<file path="src/rtl/snake_body_streamer.sv">
// Snake body store: a circular buffer of {y,x} segments with head advance,
// growth, wall/self collision detection and a head-first segment stream.
module snake_body_streamer #(
  parameter int unsigned H        = 32,
  parameter int unsigned V        = 32,
  parameter int unsigned MAX_LEN  = 64,
  parameter int unsigned INIT_LEN = 3,
  parameter int unsigned INIT_X   = 16,
  parameter int unsigned INIT_Y   = 16
) (
  input  logic                                clk,
  input  logic                                reset,
  input  logic                                move_enable,
  input  logic [1:0]                          move,
  input  logic                                step,
  input  logic                                grow,
  input  logic                                shift_req,
  output logic [$clog2(H)-1:0]                seg_x,
  output logic [$clog2(V)-1:0]                seg_y,
  output logic                                seg_valid,
  output logic                                shift_done,
  output logic                                game_over,
  output logic [$clog2(V)+$clog2(H)-1:0]      head,
  output logic [$clog2(MAX_LEN):0]            length
);

  localparam int unsigned XW = $clog2(H);
  localparam int unsigned YW = $clog2(V);
  localparam int unsigned PW = $clog2(MAX_LEN);
  localparam int unsigned LW = PW + 1;
  localparam int unsigned CW = YW + XW;

  localparam logic [2:0] S_INIT   = 3'd0;
  localparam logic [2:0] S_IDLE   = 3'd1;
  localparam logic [2:0] S_STEP   = 3'd2;
  localparam logic [2:0] S_RD     = 3'd3;
  localparam logic [2:0] S_STREAM = 3'd4;
  localparam logic [2:0] S_DONE   = 3'd5;

  localparam logic [1:0] DIR_RIGHT = 2'b00;
  localparam logic [1:0] DIR_UP    = 2'b01;
  localparam logic [1:0] DIR_LEFT  = 2'b10;

  logic [CW-1:0] body_mem [MAX_LEN];

  logic [2:0]    state;
  logic [2:0]    state_nxt;
  logic [PW-1:0] head_ptr;
  logic [PW-1:0] init_cnt;
  logic [LW-1:0] rd_cnt;
  logic [1:0]    dir;
  logic          step_pend;
  logic          grow_pend;
  logic          shift_pend;
  logic          seg_body;

  logic [XW-1:0] head_x_c;
  logic [YW-1:0] head_y_c;
  logic [XW-1:0] nxt_x_c;
  logic [YW-1:0] nxt_y_c;
  logic          wall_hit_c;
  logic          step_go_c;
  logic          shift_go_c;
  logic          init_last_c;
  logic          stream_end_c;
  logic [PW-1:0] rd_idx_c;
  logic [CW-1:0] rd_data_c;
  logic [XW-1:0] init_x_c;

  assign head_x_c     = head[XW-1:0];
  assign head_y_c     = head[CW-1:XW];
  assign step_go_c    = (step | step_pend) & ~game_over;
  assign shift_go_c   = shift_req | shift_pend;
  assign init_last_c  = (init_cnt == PW'(INIT_LEN - 1));
  assign stream_end_c = (rd_cnt == length);
  assign rd_idx_c     = head_ptr - rd_cnt[PW-1:0];
  assign rd_data_c    = body_mem[rd_idx_c];
  assign init_x_c     = XW'(INIT_X - INIT_LEN + 1 + 32'(init_cnt));

  // Candidate next head and wall detection for the current direction
  always_comb begin
    nxt_x_c    = head_x_c;
    nxt_y_c    = head_y_c;
    wall_hit_c = 1'b0;
    case (dir)
      DIR_RIGHT: begin
        if (head_x_c == XW'(H - 1)) wall_hit_c = 1'b1;
        else                        nxt_x_c    = head_x_c + XW'(1);
      end
      DIR_UP: begin
        if (head_y_c == '0) wall_hit_c = 1'b1;
        else                nxt_y_c    = head_y_c - YW'(1);
      end
      DIR_LEFT: begin
        if (head_x_c == '0) wall_hit_c = 1'b1;
        else                nxt_x_c    = head_x_c - XW'(1);
      end
      default: begin
        if (head_y_c == YW'(V - 1)) wall_hit_c = 1'b1;
        else                        nxt_y_c    = head_y_c + YW'(1);
      end
    endcase
  end

  // State register
  always_ff @(posedge clk) begin
    if (reset) state <= S_INIT;
    else       state <= state_nxt;
  end

  // Next-state logic; a step always wins over a stream request in IDLE
  always_comb begin
    state_nxt = state;
    case (state)
      S_INIT:   if (init_last_c) state_nxt = S_IDLE;
      S_IDLE: begin
        if (step_go_c)       state_nxt = S_STEP;
        else if (shift_go_c) state_nxt = S_RD;
      end
      S_STEP:   state_nxt = S_IDLE;
      S_RD:     state_nxt = S_STREAM;
      S_STREAM: if (stream_end_c) state_nxt = S_DONE;
      S_DONE:   state_nxt = S_IDLE;
      default:  state_nxt = S_INIT;
    endcase
  end

  // Body buffer writes: initial line during INIT, new head on a legal step
  always_ff @(posedge clk) begin
    if (state == S_INIT) begin
      body_mem[init_cnt] <= {YW'(INIT_Y), init_x_c};
    end else if (state == S_STEP && !wall_hit_c) begin
      body_mem[head_ptr + PW'(1)] <= {nxt_y_c, nxt_x_c};
    end
  end

  // Control, request latching, snake state and stream outputs
  always_ff @(posedge clk) begin
    if (reset) begin
      seg_x      <= '0;
      seg_y      <= '0;
      seg_valid  <= 1'b0;
      seg_body   <= 1'b0;
      shift_done <= 1'b0;
      game_over  <= 1'b0;
      dir        <= DIR_RIGHT;
      length     <= LW'(INIT_LEN);
      head       <= {YW'(INIT_Y), XW'(INIT_X)};
      head_ptr   <= PW'(INIT_LEN - 1);
      init_cnt   <= '0;
      rd_cnt     <= '0;
      step_pend  <= 1'b0;
      grow_pend  <= 1'b0;
      shift_pend <= 1'b0;
    end else begin
      seg_valid  <= 1'b0;
      seg_body   <= 1'b0;
      shift_done <= 1'b0;

      // A direct reversal would fold the head onto the neck, so it is ignored
      if (move_enable && (move != (dir ^ 2'b10))) dir <= move;

      if (state == S_IDLE) begin
        step_pend  <= 1'b0;
        shift_pend <= step_go_c ? (shift_pend | shift_req) : 1'b0;
      end else begin
        step_pend  <= step_pend | step;
        shift_pend <= shift_pend | shift_req;
      end
      grow_pend <= (state == S_STEP) ? grow : (grow_pend | grow);

      // Any streamed body segment sitting on the head is a self collision
      if (seg_valid && seg_body && ({seg_y, seg_x} == head)) game_over <= 1'b1;

      case (state)
        S_INIT: init_cnt <= init_cnt + PW'(1);
        S_IDLE: rd_cnt <= '0;
        S_STEP: begin
          if (wall_hit_c) begin
            game_over <= 1'b1;
          end else begin
            head     <= {nxt_y_c, nxt_x_c};
            head_ptr <= head_ptr + PW'(1);
            if (grow_pend && (length < LW'(MAX_LEN))) length <= length + LW'(1);
          end
        end
        S_RD, S_STREAM: begin
          if (!stream_end_c) begin
            seg_x     <= rd_data_c[XW-1:0];
            seg_y     <= rd_data_c[CW-1:XW];
            seg_valid <= 1'b1;
            seg_body  <= (rd_cnt != '0);
            rd_cnt    <= rd_cnt + LW'(1);
          end else begin
            shift_done <= 1'b1;
          end
        end
        default: ;
      endcase
    end
  end

endmodule
</file>
<file path="config.mk">
export PLATFORM = sky130hd
export DESIGN_NAME = snake_body_streamer
export DESIGN_NICKNAME = d
export VERILOG_FILES = /design/src/rtl/snake_body_streamer.sv
export SDC_FILE = /design/constraint.sdc
export NUM_CORES = 1
export LEC_CHECK = 0
export ABC_AREA = 1
export BUFFER_PORTS_ARGS = -buffer_cell sky130_fd_sc_hd__buf_4
export CAP_MARGIN = 20
export CELL_PAD_IN_SITES_DETAIL_PLACEMENT = 2
export CELL_PAD_IN_SITES_GLOBAL_PLACEMENT = 2
export CORE_MARGIN = 5
export CORE_UTILIZATION = 43
export CTS_BUF_LIST = sky130_fd_sc_hd__clkbuf_8
export DETAILED_ROUTE_END_ITERATION = 10
export PLACE_DENSITY_LB_ADDON = 0.08
export SYNTH_ARGS = -nofsm -noshare
export SYNTH_HDL_FRONTEND = slang
export SYNTH_SLANG_ARGS = --single-unit
</file>
<file path="constraint.sdc">
create_clock -name clk -period 6.1 [get_ports clk]
set_clock_uncertainty 0.2 [all_clocks]
set_input_delay 0.915 -clock clk [delete_from_list [all_inputs] [get_ports clk]]
set_output_delay 0.915 -clock clk [all_outputs]
set_load 0.005 [all_outputs]
</file>
==> results.py <==
metrics = {
    "synthesis": {
        "syn-cell-area_um2": 30700,
        "synth_nets": 3108,
        "yosys_warnings": 0,
        "synthAdderAreaFrac": 0.00839,
        "yosysSeqAreaShare": 0.664,
        "synthCells": 3080,
        "synth_xor_xnor_area_share": 0.00970,
        "synth-simple-area-share": 0.226,
        "ys_seq_elements": 698,
        "syn-mean-instance-area_um2": 9.97,
        "synth_compound_area_frac": 0.0292,
        "synth_top_family_by_area": "simple AND/OR/NAND/NOR gates",
        "synthMuxAreaShare": 0,
        "yosys.cell_types.count": 42,
    },
    "clock_network": {
        "clk_path_buf_depth": 3,
        "cts.clk_slew.worst_paths_ns": 0.06,
        "cts_root_buffer": "clkbuf_8",
        "ctsHoldBuffers": 0,
        "cts_buffers": 119,
        "cts.sinks": 698,
        "insertion_delay_ns": 0.74,
        "postCtsSetupBuffers": 0,
        "cts.repair.resized": 0,
        "tritoncts": "built",
        "h-tree-depth": 3,
    },
    "worst_hold_path": {
        "hp-start": "move_enable",
        "hold_depth": 2,
        "hold_end": "dir[0]",
        "hp-class": "primary input to register",
    },
    "critical_path": {
        "cp-end-kind": "register",
        "worst-r2r-setup-slack_ns": 1.08,
        "r2r_cells": 15,
        "worst_setup_path_start_kind": "register",
        "worstPathRequired_ns": 6.26,
        "regToRegEndpoint": "body_mem[63][6]",
        "critPathKind": "register to register",
        "r2r-start": "head[5]",
        "worst-path-max-fanout": 32,
        "cp_data_arrival_time_ns": 5.17,
    },
    "sta": {
        "worst_pin_slew_ns": 1.12,
        "rsz0062_at_grt": "false",
        "slew_headroom": 0.254,
        "fmax_mhz": 199,
        "period_needed_ns": 5.02,
        "hold_ws_ns": 0.208,
        "finalSetupTns_ns": 0,
        "setup_violations": 0,
        "slew_violations": 0,
        "period_share": 0.822,
        "hold_viol_final": 0,
    },
    "drt": {
        "first_iter_violations": 1484,
        "drc_errors": 0,
        "vias_per_cell": 5.48,
        "ant_nets": 0,
        "drt_wl_total_um": 106000,
        "first_pass_iters": 8,
        "via_count": 22900,
        "wl_per_cell_um": 25.4,
    },
    "floorplanning": {
        "die_area_um2": 76900,
        "num_rows": 98,
        "die_w_um": 277,
        "die_h_um": 277,
        "io_pins": 38,
        "coreArea_um2": 71100,
        "initial_core_util": 0.432,
    },
    "placed_design": {
        "place_congestion": 0.836,
        "io_buffer_count": 37,
        "hpwlAfterDp_um": 66100,
    },
    "power": {
        "leakagePower_nw": 13.9,
        "power.density_nw_per_um2": 386,
        "ir_worst_vdd_mv": 0.428,
    },
    "global_routing": {
        "antenna_found_initial": 3,
        "grt_first_pass_wirelength_um": 158000,
        "grt_pass1_vias": 25400,
        "grt_usage": 0.271,
        "grt_overflow_total": 0,
        "grt_max_degree": 214,
    },
    "layout": {
        "drive_gt1_frac": 0.0823,
        "syn2layout_area_growth_pct": 11.6,
        "nets": 3162,
    },
    "job": {
        "max_cap_violations": 0,
    },
    "outcome": {
        "status": "completed",
    },
}
## registers in the layout, summed over array words and instances, names as in the netlist, 2 cells and up
| name | flops |
|---|---|
| seg_x | 5 |
| init_cnt | 6 |
| head_ptr | 6 |
| body_mem | 640 |
| state | 3 |
| seg_y | 5 |
| dir | 2 |
| rd_cnt | 7 |
| head | 10 |
| length | 7 |
## power breakdown
group	switching, mW	internal, mW	leakage, nW
logic	2.80	0.773	6.21
registers	0.0628	5.70	6.40
clock network	1.97	1.92	1.26
## cells in the mapped netlist (all sizes together)
library cell,instances,share of area
nand2,1032,0.13
edfxtp,640,0.63
nand3,426,0.070
inv,347,0.042
nor2,171,0.022
clkbuf,116,0.014
o21ai,85,0.015
dfxtp,58,0.038
a21oi,53,0.0086
buf,36,0.0057
xor2,24,0.0068
ha,19,0.0077
nand4,15,0.0041
nor3,11,0.0020
o211ai,11,0.0027
xnor2,10,0.0029
o221ai,5,0.0014
nor4,4,0.00081
nor3b,3,0.00073
o22ai,3,0.00061
a211oi,2,0.00049
clkinv,2,0.00024
or2,2,0.00041
a21boi,1,0.00024
a311oi,1,0.00029
fa,1,0.00065
nand3b,1,0.00024
o31ai,1,0.00024
## metrics by stage
stage,utilization,instances,instance area (um^2),setup slack [ns],power [mW]
after global routing,0.482,4183,34300,0.737,13.8
after global placement,0.451,3961,32100,1.24,9.27
final,0.482,4183,34300,1.08,13.2
after detailed placement,0.451,3961,32100,1.03,9.43
after floorplan,-,3080,30700,1.19,7.76
after CTS,0.481,4180,34200,1.06,13.3
## critical path, stage by stage, from the launching register on
cell and delay (ns):
dfxtp_1 0.40, inv_1 0.16, ha_1 0.24, nand2_1 0.09, nor2_1 0.05, nand2_1 0.05, o21ai_1 0.10, nor2_4 0.16
nand3_4 0.41, inv_1 0.75, nand2_1 0.21, nand2_1 0.30, nand2_1 0.12, inv_1 0.10, nand2_1 0.36, nor2_1 0.93
## cell families after synthesis
kind of cell	Yosys count
flops	698
buf+inv	501
simple gates	1665
xor+xnor	34
compound gates	162
fa+ha+maj	20
## layer usage
| metal | vias up | routed length [um] | global-route usage |
|---|---|---|---|
| li1 | 10300 | - | - |
| met2 | 613 | 53600 | 0.469 |
| met3 | 218 | 5070 | 0.0451 |
| met1 | 11800 | 43100 | 0.341 |
| met4 | 2 | 4470 | 0.106 |
| met5 | - | 11 | 0 |
## worst max-delay path by stage
stage	startpoint	endpoint	slack (ns)	cells after the start
2_1_floorplan	head[0]	body_mem[0][3]	1.19	10
3_3_place_gp	head[5]	body_mem[63][2]	1.24	15
3_5_place_dp	head[5]	body_mem[63][2]	1.03	15
4_1_cts	head[5]	body_mem[63][6]	1.06	15
5_1_grt	head[5]	body_mem[63][3]	0.74	15
6_report	head[5]	body_mem[63][6]	1.08	15
## layout make-up
class,count,area (um^2)
Inverter,349,1320
Clock buffer,124,1710
Antenna cell,1,2.50
Fill cell,7472,36900
Sequential cell,698,20400
Tap cell,950,1190
Timing Repair Buffer,85,726
Clock inverter,95,427
Multi-Input combinational cell,1881,8520
## placed cells by master, fill, tap and decap left out, drive strengths merged, types with 2 or more instances in the layout
cell type and count:
o211ai 11, nand3 426, xnor2 10, nand4 15
nor3b 3, ha 19, dfxtp 58, o221ai 5
a211oi 2, clkinv 47, nor4 4, o21ai 85
clkbuf 124, edfxtp 640, or2 2, a21oi 53
xor2 24, buf 85, inv 395, nor2 171
o22ai 3, nor3 11, nand2 1032
Power figures use the tool's default switching activity.
